$ cat config.mk
export PLATFORM = sky130hd
export DESIGN_NAME = shift_unit_iter
export DESIGN_NICKNAME = d
export VERILOG_FILES = /design/src/rtl/shift_pkg.sv /design/src/rtl/shift_step.sv /design/src/rtl/shift_unit_iter.sv
export SDC_FILE = /design/constraint.sdc
export NUM_CORES = 1
export LEC_CHECK = 0
export ABC_AREA = 1
export BUFFER_PORTS_ARGS = -buffer_cell sky130_fd_sc_hd__buf_2
export CAP_MARGIN = 40
export CORE_MARGIN = 2
export CORE_UTILIZATION = 30
export CTS_BUF_LIST = sky130_fd_sc_hd__clkbuf_16
export DETAILED_ROUTE_END_ITERATION = 12
export PLACE_DENSITY = 0.59
export SYNTH_ARGS = -nofsm -noshare
export SYNTH_HDL_FRONTEND = slang
export SYNTH_HIERARCHICAL = 1
export SYNTH_SLANG_ARGS = --single-unit
export TNS_END_PERCENT = 30
$ cat constraint.sdc
create_clock -name CLK -period 2.7 [get_ports CLK]
set_clock_uncertainty 0.05 [all_clocks]
set_input_delay 0.405 -clock CLK [delete_from_list [all_inputs] [get_ports CLK]]
set_output_delay 0.405 -clock CLK [all_outputs]
set_load 0.05 [all_outputs]
$ cat src/rtl/shift_pkg.sv
// Shared types for the iterative shifter: operation codes, FSM states and the
// reserved-opcode test used at accept time.
package shift_pkg;

    typedef enum logic [2:0] {
        SRL = 3'd0,
        SLL = 3'd1,
        SRA = 3'd2,
        ROR = 3'd3,
        ROL = 3'd4
    } shift_op_e;

    typedef enum logic [1:0] {
        IDLE = 2'd0,
        BUSY = 2'd1,
        DONE = 2'd2
    } shift_state_e;

    function automatic logic is_reserved_op(input logic [2:0] fun);
        return fun > 3'd4;
    endfunction

endpackage

$ cat src/rtl/shift_step.sv
// Combinational shift/rotate of up to STEP positions. Reports the last bit
// moved out (or, for rotates, the last bit moved in at the far end).
module shift_step
    import shift_pkg::*;
#(
    parameter int IN_WIDTH = 16,
    parameter int STEP     = 1,
    parameter int AMT_W    = $clog2(IN_WIDTH)
) (
    input  logic [IN_WIDTH-1:0] data,
    input  shift_op_e           op,
    input  logic [AMT_W-1:0]    s,
    output logic [IN_WIDTH-1:0] next_data,
    output logic                carry
);

    // Unrolled as STEP single-position stages; stages beyond s pass through.
    always_comb begin
        next_data = data;
        carry     = 1'b0;
        for (int i = 0; i < STEP; i++) begin
            if (i < int'(s)) begin
                case (op)
                    SRL: begin
                        carry     = next_data[0];
                        next_data = {1'b0, next_data[IN_WIDTH-1:1]};
                    end
                    SLL: begin
                        carry     = next_data[IN_WIDTH-1];
                        next_data = {next_data[IN_WIDTH-2:0], 1'b0};
                    end
                    SRA: begin
                        carry     = next_data[0];
                        next_data = {next_data[IN_WIDTH-1], next_data[IN_WIDTH-1:1]};
                    end
                    ROR: begin
                        carry     = next_data[0];
                        next_data = {next_data[0], next_data[IN_WIDTH-1:1]};
                    end
                    ROL: begin
                        carry     = next_data[IN_WIDTH-1];
                        next_data = {next_data[IN_WIDTH-2:0], next_data[IN_WIDTH-1]};
                    end
                    default: ;
                endcase
            end
        end
    end

endmodule

$ cat src/rtl/shift_unit_iter.sv
// Iterative shifter/rotator with valid/ready on both sides; STEP bits per cycle.
// Optional Zero_Flag output enabled by defining SHIFT_ZERO_FLAG_EN.
//
//  state | meaning
//  IDLE  | ready for operands; SHIFT_OUT holds previous result
//  BUSY  | shifting, remaining amount counts down to zero
//  DONE  | result valid, waiting for OUT_READY
module shift_unit_iter
    import shift_pkg::*;
#(
    parameter int IN_WIDTH = 16,
    parameter int STEP     = 1
) (
    input  logic                CLK,
    input  logic                RST,
    input  logic                IN_VALID,
    output logic                IN_READY,
    input  logic [IN_WIDTH-1:0] A,
    input  logic [IN_WIDTH-1:0] B,
    input  logic [2:0]          ALU_FUN,
    input  logic                OUT_READY,
    output logic [IN_WIDTH:0]   SHIFT_OUT,
    output logic                Shift_Flag,
    output logic                Busy
`ifdef SHIFT_ZERO_FLAG_EN
    ,output logic               Zero_Flag
`endif
);

    localparam int AMT_W = $clog2(IN_WIDTH);
    localparam logic [AMT_W-1:0] STEP_AMT = AMT_W'(STEP);

    shift_state_e        state, state_nxt;
    logic [IN_WIDTH-1:0] data_r;
    shift_op_e           op_r;
    logic [AMT_W-1:0]    rem_r;
    logic [IN_WIDTH:0]   out_r;

    logic [AMT_W-1:0]    amt_in;
    logic [AMT_W-1:0]    s;
    logic [IN_WIDTH-1:0] step_data;
    logic                step_carry;
    logic                ld_accept;
    logic                ld_step;
    logic                ld_result;
    logic [IN_WIDTH:0]   result_nxt;
    logic                unused_b_hi;

    assign amt_in      = B[AMT_W-1:0];
    assign unused_b_hi = ^B[IN_WIDTH-1:AMT_W];
    assign s           = (rem_r < STEP_AMT) ? rem_r : STEP_AMT;
    assign SHIFT_OUT   = out_r;

    shift_step #(
        .IN_WIDTH (IN_WIDTH),
        .STEP     (STEP),
        .AMT_W    (AMT_W)
    ) u_step (
        .data      (data_r),
        .op        (op_r),
        .s         (s),
        .next_data (step_data),
        .carry     (step_carry)
    );

    always_ff @(posedge CLK or negedge RST) begin
        if (!RST) state <= IDLE;
        else      state <= state_nxt;
    end

    always_comb begin
        state_nxt  = state;
        IN_READY   = 1'b0;
        Busy       = 1'b0;
        Shift_Flag = 1'b0;
        ld_accept  = 1'b0;
        ld_step    = 1'b0;
        ld_result  = 1'b0;
        result_nxt = {1'b0, data_r};
        case (state)
            IDLE: begin
                IN_READY = 1'b1;
                if (IN_VALID) begin
                    ld_accept = 1'b1;
                    // Nothing to shift: pass A straight through with a clear carry.
                    if (amt_in == '0 || is_reserved_op(ALU_FUN)) begin
                        state_nxt  = DONE;
                        ld_result  = 1'b1;
                        result_nxt = {1'b0, A};
                    end else begin
                        state_nxt = BUSY;
                    end
                end
            end
            BUSY: begin
                Busy    = 1'b1;
                ld_step = 1'b1;
                if (rem_r == s) begin
                    state_nxt  = DONE;
                    ld_result  = 1'b1;
                    result_nxt = {step_carry, step_data};
                end
            end
            DONE: begin
                Shift_Flag = 1'b1;
                if (OUT_READY) state_nxt = IDLE;
            end
            default: state_nxt = IDLE;
        endcase
    end

    always_ff @(posedge CLK or negedge RST) begin
        if (!RST) begin
            data_r <= '0;
            op_r   <= SRL;
            rem_r  <= '0;
        end else if (ld_accept) begin
            data_r <= A;
            op_r   <= shift_op_e'(ALU_FUN);
            rem_r  <= amt_in;
        end else if (ld_step) begin
            data_r <= step_data;
            rem_r  <= rem_r - s;
        end
    end

    // Separate result register so SHIFT_OUT never shows intermediate shifts.
    always_ff @(posedge CLK or negedge RST) begin
        if (!RST)           out_r <= '0;
        else if (ld_result) out_r <= result_nxt;
    end

`ifdef SHIFT_ZERO_FLAG_EN
    logic zero_r;
    assign Zero_Flag = zero_r;

    always_ff @(posedge CLK or negedge RST) begin
        if (!RST)           zero_r <= 1'b0;
        else if (ld_result) zero_r <= (result_nxt[IN_WIDTH-1:0] == '0);
    end
`endif

endmodule

=== Yosys cells after proc, flatten, opt, wreduce, memory -nomap -nowiden ===
Index checks and enable logic that the tools add are counted.

* $add $sub $neg: 1
* Magnitude comparators: 3
* Equal/unequal tests: 10
* Mux-type cells: 27
* Reduce and logical (&&, ||, !) cells: 8

{| class="wikitable"
|+ Operators with widths
! operator !! number
|-
| 16-bit two-way mux || 5
|-
| 16-bit one-hot mux with 5 select lines || 1
|-
| 17-bit one-hot mux with 2 select lines || 1
|-
| 17-bit two-way mux || 1
|-
| 4-bit two-way mux || 3
|-
| 1-bit two-way mux || 9
|-
| 2-bit two-way mux || 4
|-
| 3-bit by 2-bit equality test with 1-bit output, second input constant || 2
|-
| 2-bit inequality test, second input constant || 3
|-
| 2-bit one-hot mux with 3 select lines || 1
|-
| 4-bit equality test || 1
|-
| 4-bit zero test || 1
|-
| 1-bit by 4-bit less-than comparator with 1-bit output, first input constant || 1
|-
| 4-bit by 1-bit less-than comparator with 1-bit output, second input constant || 1
|-
| 1-bit one-hot mux with 2 select lines || 2
|-
| 4-bit subtractor || 1
|-
| 3-bit by 1-bit equality test with 1-bit output, second input constant || 1
|-
| 3-bit equality test, second input constant || 1
|-
| 3-bit > comparator, second input constant || 1
|-
| 3-bit zero test || 1
|-
| 3-bit AND reduction || 1
|-
| 3-bit OR reduction || 1
|-
| 2-bit by 1-bit equality test with 1-bit output, second input constant || 1
|-
| 2-bit equality test, second input constant || 1
|-
| other kinds (4) || 4
|}

* Register bits: 42
* Input bits: 39
* Output and inout bits: 20
* Logic and storage cells: 54

=== Depth between registers and ports, before layout ===
Gate-level depths: netlist of run 1.

* Depth after elaboration: 6
* Mapped depth: 13
* Gate-level depth less buffers: 13

=== By module ===
Netlist of run 1, hierarchy kept.

{| class="wikitable"
|+ By module, submodules not included
! module !! times used !! cells each !! area each (sq um) !! seq. area each (sq um)
|-
| shift_unit_iter || 1 || 292 || 2263.4 || 1051.0
|-
| shift_step || 1 || 127 || 569.3 || 0.0
|}

=== Least setup slack after synthesis of run 1 ===
OpenSTA, ideal clock, no wires.

* Path kind: register -> register
* Start point: register rem_r[3]
* End point: register out_r[11], in the netlist SHIFT_OUT[11]
* Library setup time: 0.138 ns
* Arrival time: 1.934 ns
* Required time: 2.512 ns
* Path slack: 0.578 ns
* Stages on the path, launching flop included: 12
* Path buffers: 2
* Clock period less this slack: 2.122 ns
* Cell sequence: dfrtp_1 -> nor2_2 -> nand2_1 -> nand2_1 -> ha_1 -> clkbuf_1 -> nand3_4 -> nand2_2 -> nand2_4 -> buf_2 -> nand2_1 -> o221ai_1

* Word-level cells in the longest chain between the ends: 6
* Elaborated cells between the ends (all ways): 9
* Classes of those cells: 2 x order compare; 1 x eq/ne; 6 x mux

{| class="wikitable"
|+ Ends and longest elaborated chain
! element !! RTL line !! source
|-
| start: declaration || shift_unit_iter.sv:36 || <nowiki>logic [AMT_W-1:0] rem_r;</nowiki>
|-
| start signal: assignment || shift_unit_iter.sv:120 || <nowiki>rem_r <= amt_in;</nowiki>
|-
| start signal: assignment || shift_unit_iter.sv:123 || <nowiki>rem_r <= rem_r - s;</nowiki>
|-
| 4-bit by 1-bit less-than comparator with 1-bit output * || shift_unit_iter.sv:51 || <nowiki>assign s = (rem_r < STEP_AMT) ? rem_r : STEP_AMT;</nowiki>
|-
| 4-bit two-way mux * || shift_unit_iter.sv:51 ||
|-
| net s[0] || shift_unit_iter.sv:40 || <nowiki>logic [AMT_W-1:0] s;</nowiki>
|-
| 1-bit by 4-bit less-than comparator with 1-bit output || shift_step.sv:22 || <nowiki>if (i < int'(s)) begin</nowiki>
|-
| 16-bit two-way mux || shift_step.sv:22 ||
|-
| 17-bit two-way mux || shift_unit_iter.sv:98 || <nowiki>if (rem_r == s) begin</nowiki>
|-
| 17-bit one-hot mux with 2 select lines || shift_unit_iter.sv:80 || <nowiki>case (state)</nowiki>
|-
| end signal: assignment || shift_unit_iter.sv:130 || <nowiki>else if (ld_result) out_r <= result_nxt;</nowiki>
|-
| end: declaration || shift_unit_iter.sv:37 || <nowiki>logic [IN_WIDTH:0] out_r;</nowiki>
|}

The timed path passes the listed nets; every way through them passes the cells marked *.
A chain may end at the register's enable or synchronous reset.

=== Worst setup path in the final report of run 1 ===
* Start point: register rem_r[1]
* End point: register out_r[10], in the netlist SHIFT_OUT[10]

The elaborated chain is that of the path after synthesis.

==> flow_metrics.tcl, run 1 <==
set metrics [dict create \
    track_usage_pct 16.04 \
    detail_route.iter0.violations 161 \
    postCtsResizedCells 0 \
    achievable-frequency_ghz 0.4714 \
    timing_worst_setup_path_type "flip-flop to flip-flop" \
    cp.required_ns 2.85 \
    timing.critical_path.from_type "flip-flop" \
    io_pins 59 \
    syn-cell-area_um2 2833 \
    ys_dominant_reg_cell "dfrtp_1" \
    post_synth_inst_count 419 \
    grt_antenna_before_repair 0 \
    drive_above_1_share_pct 18.36 \
    cts_root_buf "clkbuf_16" \
    clock_path_buffers 2 \
    synth_async_sr_flop_share_pct 100.0 \
    yosysSeqAreaShare_pct 37.10 \
    pwr_density_cell_nw_per_um2 1442 \
    antenna-diode-count 0 \
    post-route-min-period_ns 2.121 \
    placed_cell_area_um2 3167 \
    overflow 0 \
    fin_cells 574 \
    ys_warn_count 6 \
    nFillCells 996 \
    vias_in_the_first_global_route 2900 \
    cts_num_sinks 42 \
    final_area_um2 3304 \
    die_span_in_x_um 101.2 \
    area_growth_syn_to_layout_pct 16.65 \
    placementRows 35 \
    initial_standard_cell_utilization_of_the_core_pct 30.80 \
    clkTransAtPathRegs_ns 0.06 \
    min_period_over_period_pct 78.57 \
    final-seq-area_um2 1051 \
    fp.coreArea_um2 9196 \
    slew_violations 0 \
    power.total_uw 4765 \
    maxCapViolations 0 \
    detail_route.drc_violations 0 \
    multi_input_gate_area_um2 1493 \
    tritoncts "yes" \
    critPathCaptureType "flip-flop" \
    sum_of_negative_setup_slack_ns 0 \
    critical_path_at_ns 2.27 \
    cts_made_buffers 5 \
    post-cts-setup-buffers 0 \
    total_half_perimeter_wirelength_after_legalization_and_detailed_placement_um 5744 \
    vdd.ir_drop.worst_mv 0.8444 \
    worst_hold_path_type "input pin to asynchronous set/reset pin" \
    dp_cells 566 \
    drt.antenna.violating_nets 0 \
    global_route_wire_length_before_repair_um 13330 \
    gp_congestion 0.8578 \
    io_buffers 46 \
    post_detailed_route_wirelength_per_cell_um 13.26 \
    final-hold-violation-count 0 \
    yosys.cell_types.count 28 \
    floorplan.die.height_um 101.2 \
    count_of_hold_buffers_inserted_by_post_cts_repair 0 \
    finalNetCount 502 \
    count_of_h_tree_levels_built_during_cts 2 \
    synth_edf_count 0 \
    detail_route.wirelength_um 7609 \
    ys_ff_latch 42 \
    detail_route.vias_per_cell 4.936 \
    power.static_leakage_uw 0.001685 \
    vias 2833 \
    result_of_the_run "completed" \
    clkLatencyLatePin_ns 0.28 \
    final-setup-viol-count 0 \
    grt_start_max_net_pins 30 \
    dr.pass1.iters 5 \
    critical_path_peak_fanout 19 \
    die_area_um2 10240 \
    syn-mean-instance-area_um2 6.761 \
    rsz0062_at_grt "no" \
]
==> kinds of logic after synthesis <==
kind of cell	share of synthesized area, %
and+or+nand+nor	37.46
buffers and inverters	10.47
AOI/OAI and AO/OA	14.09
DFF	37.10
xor gates and xnor gates	0.3092
adders and majority gates	0.4416
other	0.1324
==> final timing paths <==
check | endpoint | cells past startpoint | from | slack [ns]
min in group CLK | op_r[0]$_DFFE_PN0P_ | 3 | ALU_FUN[0] | 0.28
max | SHIFT_OUT[10]$_DFFE_PN0P_ | 10 | rem_r[1]$_DFFE_PN0P_ | 0.58
min reg2reg | SHIFT_OUT[16]$_DFFE_PN0P_ | 2 | SHIFT_OUT[16]$_DFFE_PN0P_ | 0.43
max reg2reg | SHIFT_OUT[10]$_DFFE_PN0P_ | 10 | rem_r[1]$_DFFE_PN0P_ | 0.58
max in group asynchronous | SHIFT_OUT[16]$_DFFE_PN0P_ | 2 | RST | 2.09
min | state[0]$_DFFE_PN0P_ | 1 | RST | 0.02
==> power by group <==
group	switching, uW	total, uW	internal, uW
combinational	2030	2920	889
sequential	315	1260	948
clock	246	581	335
total	2590	4770	2170
==> stage by stage <==
step	hold slack [ns]	util, %	worst slack [ns]
final	0.02393	35.93	0.5787
after detailed placement	0.3388	34.44	0.5769
after global routing	0.05402	35.93	0.3365
after floorplan	0.05941	-	0.5784
after global placement	0.4208	34.22	0.6261
after CTS	0.03920	35.93	0.5608
==> metal layers <==
layer  GRT usage [%]  vias up  part of all wire [%]
met3           3.313        8                   4.4
met1           20.69     1338                    47
met2           27.31       58                    48
met5               0        -                     0
met4           4.470        0                  0.92
li1                -     1429                     -
==> Yosys cell counts (5+ instances only) <==
cell | n | area share, %
a21oi_1 | 19 | 3.4
o221ai_1 | 12 | 3.7
nand4_1 | 7 | 1.5
inv_1 | 46 | 6.1
inv_2 | 5 | 0.66
o21ai_0 | 8 | 1.4
dfrtp_1 | 42 | 37
nand3_1 | 31 | 5.5
nand2_2 | 7 | 1.5
nor2_1 | 78 | 10
nand3b_1 | 5 | 1.3
nand2_1 | 110 | 15
a21oi_2 | 6 | 1.9
clkbuf_1 | 6 | 0.79
o211ai_1 | 12 | 3.2
buf_2 | 8 | 1.4
==> critical path, cell delays in order (launching register included) <==
cell and delay (ns):
dfrtp_1 0.40, nor2_1 0.14, nand2_1 0.09, nand2_1 0.09
ha_1 0.40, nand3_4 0.18, nand2_2 0.11, nand2_4 0.17
inv_2 0.21, nor2_1 0.06, a21oi_1 0.13
==> registers in the layout (all words and copies together), names as in the netlist <==
name       flops
data_r        16
SHIFT_OUT     17
state          2
op_r           3
rem_r          4
==> cells in the final DEF (no fill, tap or decap), drive strengths merged <==
cell	netlist	layout
o211ai	12	12
ha	1	1
nor2	82	82
inv	53	54
o21ai	9	9
nand2	119	119
xor2	1	1
clkinv	0	2
clkbuf	6	5
buf	11	51
nand3	32	32
a21oi	25	25
nand3b	5	5
o221ai	12	12
dfrtp	42	42
nand4	7	7
o31ai	1	1
conb	1	3
==> final cells by class <==
class,count,area share (%)
multi-input cells,309,45.17
repair buffers,51,8.482
well taps,111,4.203
clock buffers,5,3.786
flip-flops and latches,42,31.81
inverters,53,6.172
clock inverters,3,0.3786
Power figures use the tool's default switching activity.
==> inputs of run 2 (changes only) <==
clock period = 2.2 ns   (was 2.7 ns; I/O delays follow)
==> run 2 against run 1 <==
Effect of this change:
- global-route usage is 0.45 points higher
- sequential share of layout area is 0.78 points lower
- power is 28% higher
- highest routed layer unchanged
- largest cell class unchanged
- critical path type unchanged
- sequential cell count stayed put
- wire length is 4.4% higher
- clock power is 48% higher
- count of clock-buffer cells in the layout stayed put
- fmax is 8.2% higher
==> flow_metrics.tcl, run 2 (synthesis gave the netlist of run 1 again) <==
set metrics [dict create \
    setup_crit_end "SHIFT_OUT[7]$_DFFE_PN0P_" \
    met2_wirelength_um 3833 \
    routed.top_layer "met4" \
    critPathSlowestCell "dfrtp_1" \
    critPathCaptureType "flip-flop" \
    post-route-min-period_ns 1.961 \
    cts_made_buffers 5 \
    cts_root_buf "clkbuf_16" \
    final-setup-viol-count 0 \
    clkTransAtPathRegs_ns 0.07 \
    clkLatencyLatePin_ns 0.29 \
    timing.critical_path.from_type "flip-flop" \
    maxCapViolations 0 \
    grt_antenna_before_repair 0 \
    track_usage_pct 16.49 \
    wire_length_on_met3_um 358 \
    tritoncts "yes" \
    critical_path_at_ns 2.13 \
    critical_path_peak_fanout 13 \
    sum_of_negative_setup_slack_ns 0 \
    vias_in_the_first_global_route 2825 \
    slew_violations 0 \
    placementRows 35 \
    min_period_over_period_pct 89.16 \
    number_of_flip_flops_under_the_largest_register_name 17 \
    delay_of_the_slowest_cell_on_the_worst_path_ns 0.47 \
    timing.critical_path.cells "nor2_1 > nor2_1 > nor2_4 > nand2_1 > a21oi_1 > nand4_1 > nand2_1 > nor2_1 > a21oi_1" \
    final-hold-violation-count 0 \
    pwr_density_cell_nw_per_um2 1803 \
    detail_route.wirelength_um 7946 \
    grt_start_max_net_pins 43 \
    timing.critical_path.max_delay_family "simple AND/OR/NAND/NOR gates" \
    mostFrequentLayoutCells "nand2_1, nor2_1, inv_1, buf_2, dfrtp_1" \
    die_span_in_x_um 101.2 \
    cp_num_buf_inv 0 \
    detail_route.vias_per_cell 5.014 \
    post_detailed_route_wirelength_per_cell_um 13.70 \
    die_area_um2 10240 \
    detail_route.drc_violations 0 \
    fp.coreArea_um2 9196 \
    layout_commonest_cell "nand2_1" \
    initial_standard_cell_utilization_of_the_core_pct 30.80 \
    fin_worst_hold_slack_ns 0.2003 \
    floorplan.die.height_um 101.2 \
    reg2reg_depth 9 \
    reg2reg_setup_slack_ns 0.24 \
    count_of_h_tree_levels_built_during_cts 2 \
    rsz0062_at_grt "no" \
    cp_common_cell "nor2_1" \
    cts_num_sinks 42 \
    result_of_the_run "completed" \
    dr.pass1.iters 4 \
    vdd.ir_drop.worst_mv 0.9464 \
    area_growth_syn_to_layout_pct 19.57 \
    global_route_wire_length_before_repair_um 13430 \
    post-cts-setup-buffers 0 \
    total_half_perimeter_wirelength_after_legalization_and_detailed_placement_um 5741 \
    layout.core_utilization_pct 36.83 \
    finalNetCount 508 \
    achievable-frequency_ghz 0.5098 \
    gp_congestion 0.8248 \
    timing.rr.start "op_r[0]$_DFFE_PN0P_" \
    timing.critical_path.from "op_r[0]$_DFFE_PN0P_" \
    worstReg2RegEnd "SHIFT_OUT[7]$_DFFE_PN0P_" \
    routedLengthMet1_um 3662 \
    io_buffers 46 \
    antenna-diode-count 0 \
    io_pins 59 \
    worst-path-stages 9 \
    power.static_leakage_uw 0.001724 \
    vias 2908 \
    timing_worst_setup_path_type "flip-flop to flip-flop" \
    worst_hold_path_type "input pin to flip-flop" \
    clock_path_buffers 2 \
    drive_above_1_share_pct 19.83 \
    detail_route.iter0.violations 179 \
    cp.required_ns 2.37 \
    overflow 0 \
    drt.antenna.violating_nets 0 \
]
run 2: changes by cell type in the layout (fill, tap and decap cells not counted), sizes merged:
cell,previous run,this run
buf,51,56
inv,54,53
bufinv,0,1
dlygate4sd3,0,1
run 2: routing by layer:
metal,vias to the layer above,track usage (%)
met1,1389,21.64
met2,70,27.81
met3,10,3.451
li1,1439,-
met4,0,4.158
met5,-,0
run 2: tightest hold or removal path, stage by stage:
cell and delay [ns]:
buf_2 0.09, nand2_1 0.04, nand2_1 0.04
run 2: cell type report:
type | instances | area, um2
Clock buffer | 5 | 125.1
Clock inverter | 3 | 40.04
Fill cell | 1015 | 5809
Inverter | 53 | 203.9
Multi-Input combinational cell | 309 | 1500
Sequential cell | 42 | 1051
Tap cell | 111 | 138.9
Timing Repair Buffer | 57 | 327.8
run 2: how the worst min path moves through the flow:
| stage | startpoint | endpoint | slack [ns] | cells past startpoint |
|---|---|---|---|---|
| after floorplan | RST | SHIFT_OUT[0]$_DFFE_PN0P_ | -0.02 | 0 |
| after global placement | RST | state[1]$_DFFE_PN0P_ | 0.27 | 2 |
| after detailed placement | RST | state[1]$_DFFE_PN0P_ | 0.28 | 2 |
| after CTS | ALU_FUN[2] | op_r[2]$_DFFE_PN0P_ | 0.19 | 3 |
| after global routing | ALU_FUN[2] | op_r[2]$_DFFE_PN0P_ | 0.20 | 3 |
| final | ALU_FUN[2] | op_r[2]$_DFFE_PN0P_ | 0.20 | 3 |
run 2: where the power goes:
part	switching [uW]	internal [uW]	total, uW
Sequential	387	1160	1550
Clock	327	532	859
Combinational	2540	1150	3700
Total	3260	2850	6110
run 2: through the flow:
stage | setup WS (ns) | cell area (um2) | total power (uW) | cells
floorplan | 0.07842 | 2840 | 4381 | 421
global placement | 0.2086 | 3204 | 5166 | 571
detailed placement | 0.1941 | 3204 | 5239 | 571
CTS | 0.1718 | 3379 | 6128 | 580
global route | 0.01765 | 3387 | 6678 | 580
finish | 0.2386 | 3387 | 6105 | 580
run 2: what timing repair did:
action	CTS	global route
endpoints found under the setup margin	0	4
hold endpoints to repair	42	0
resized for setup	0	2
hold buffers	1	0
==> inputs of run 3 (changes only) <==
ABC_CLOCK_PERIOD_IN_PS = 2200   (was default)
CTS_CLUSTER_SIZE = 25   (was default)
RECOVER_POWER = 25   (was default)
==> run 3 against run 2 <==
Effect of this change:
- worst setup slack better by 0.0012 ns
- combinational power hardly changed
- first-iteration DRC count stayed put
- via count stayed put
==> flow_metrics.tcl, run 3 (synthesis gave the netlist of run 1 again) <==
set metrics [dict create \
    multi_input_gate_area_um2 1500 \
    final-seq-area_um2 1051 \
    area_growth_syn_to_layout_pct 19.04 \
    io_pins 59 \
    clock_path_buffers 2 \
    tritoncts "yes" \
    critPathSlowestCell "dfrtp_1" \
    finalNetCount 508 \
    achievable-frequency_ghz 0.5101 \
    gp_congestion 0.8248 \
    drt.antenna.violating_nets 0 \
    timing_worst_slew_pin_value_ns 1.133 \
    result_of_the_run "completed" \
    cp.required_ns 2.37 \
    fp.coreArea_um2 9196 \
    detail_route.iter0.violations 179 \
    rsz0062_at_grt "no" \
    post_detailed_route_wirelength_per_cell_um 13.71 \
    worstReg2RegEnd "SHIFT_OUT[7]$_DFFE_PN0P_" \
    final-setup-viol-count 0 \
    slew-limit-headroom_pct 24.45 \
    critPathCaptureType "flip-flop" \
    number_of_flip_flops_under_the_largest_register_name 17 \
    global_route_wire_length_before_repair_um 13430 \
    timing.critical_path.from_type "flip-flop" \
    detail_route.drc_violations 0 \
    placementRows 35 \
    post-route-min-period_ns 1.960 \
    cts_num_sinks 42 \
    total_half_perimeter_wirelength_after_legalization_and_detailed_placement_um 5741 \
    detail_route.wirelength_um 7954 \
    maxCapViolations 0 \
    detail_route.vias_per_cell 5.014 \
    clkLatencyLatePin_ns 0.29 \
    layout_commonest_cell "nand2_1" \
    vias_in_the_first_global_route 2825 \
    io_buffers 46 \
    floorplan.die.height_um 101.2 \
    timing_worst_setup_path_type "flip-flop to flip-flop" \
    critical_path_peak_fanout 13 \
    final-hold-violation-count 0 \
    reg2reg_setup_slack_ns 0.24 \
    sum_of_negative_setup_slack_ns 0 \
    power.total_uw 6104 \
    post-cts-setup-buffers 0 \
    timing.hold.worst.start "ALU_FUN[2]" \
    power.static_leakage_uw 0.001719 \
    count_of_h_tree_levels_built_during_cts 2 \
    dp_worst_setup_slack_ns 0.1941 \
    worst_hold_path_type "input pin to flip-flop" \
    timing.critical_path.cells "nor2_1 > nor2_1 > nor2_4 > nand2_1 > a21oi_1 > nand4_1 > nand2_1 > nor2_1 > a21oi_1" \
    delay_of_the_slowest_cell_on_the_worst_path_ns 0.47 \
    drive_above_1_share_pct 19.83 \
    cp_common_cell "nor2_1" \
    setup_slack_ns 0.2397 \
    mostFrequentLayoutCells "nand2_1, nor2_1, inv_1, buf_2, dfrtp_1" \
    nFillCells 1016 \
    grt_start_max_net_pins 43 \
    grt_antenna_before_repair 0 \
    cts_made_buffers 5 \
    setup_crit_end "SHIFT_OUT[7]$_DFFE_PN0P_" \
    die_span_in_x_um 101.2 \
    dr.pass1.iters 4 \
    track_usage_pct 16.49 \
    antenna-diode-count 0 \
    initial_standard_cell_utilization_of_the_core_pct 30.80 \
    vdd.ir_drop.worst_mv 0.9467 \
    timing.critical_path.from "op_r[0]$_DFFE_PN0P_" \
    slew_violations 0 \
    vias 2908 \
    die_area_um2 10240 \
    cts_root_buf "clkbuf_16" \
    critical_path_at_ns 2.13 \
    min_period_over_period_pct 89.10 \
    reg2reg_depth 9 \
    overflow 0 \
    pwr_density_cell_nw_per_um2 1810 \
    timing.rr.start "op_r[0]$_DFFE_PN0P_" \
    clkTransAtPathRegs_ns 0.07 \
]
[run 3: cell types whose count changed in the layout (fill, tap and decap cells not counted), sizes merged]
cell,delta
clkbuf,+1
buf,-1
[run 3: worst min-delay path by stage]
| stage | slack [ns] | cells past startpoint | to |
|---|---|---|---|
| after floorplan | -0.02 | 0 | SHIFT_OUT[0]$_DFFE_PN0P_ |
| after global placement | 0.27 | 2 | state[1]$_DFFE_PN0P_ |
| after detailed placement | 0.28 | 2 | state[1]$_DFFE_PN0P_ |
| after CTS | 0.19 | 3 | op_r[2]$_DFFE_PN0P_ |
| after global routing | 0.20 | 3 | op_r[2]$_DFFE_PN0P_ |
| final | 0.20 | 3 | op_r[2]$_DFFE_PN0P_ |
[run 3: power by group]
group | internal, uW | total [uW] | switching (uW)
Clock | 532 | 859 | 327
Sequential | 1160 | 1550 | 388
Combinational | 1150 | 3690 | 2550
[run 3: layer usage]
metal | routed length, um | track usage [%] | vias to the layer above
li1 | - | - | 1439
met1 | 3659 | 21.64 | 1389
met5 | 0 | 0 | -
met4 | 91 | 4.158 | 0
met2 | 3834 | 27.81 | 70
met3 | 369 | 3.451 | 10
[run 3: worst max-delay path: cells and delay by family (launching register included)]
kind | cells | cell delay, ns
flip-flops | 1 | 0.47
AO/OA/AOI/OAI | 2 | 0.39
AND/OR/NAND/NOR | 7 | 0.99
[run 3: layout make-up]
type                       count  area share (%)
multi-input combinational    309           44.49
tap                          111           4.119
clock buffer                   5           3.711
timing repair buffer          57           9.276
inverter                      53           6.048
sequential                    42           31.17
clock inverter                 3           1.187
[run 3: metrics by stage]
step	hold slack (ns)	cell area, um2	instances	util [%]
2_1_floorplan	-0.01559	2840	421	-
3_3_place_gp	0.2743	3204	571	34.84
3_5_place_dp	0.2781	3204	571	34.84
4_1_cts	0.1945	3379	580	36.75
5_1_grt	0.2004	3372	580	36.67
6_report	0.2003	3372	580	36.67
[run 3: repair_timing]
item | in CTS | in global routing
endpoints found under the hold margin | 42 | 0
hold buffers | 1 | 0
gates resized for setup | 0 | 2
setup endpoints to repair | 0 | 4
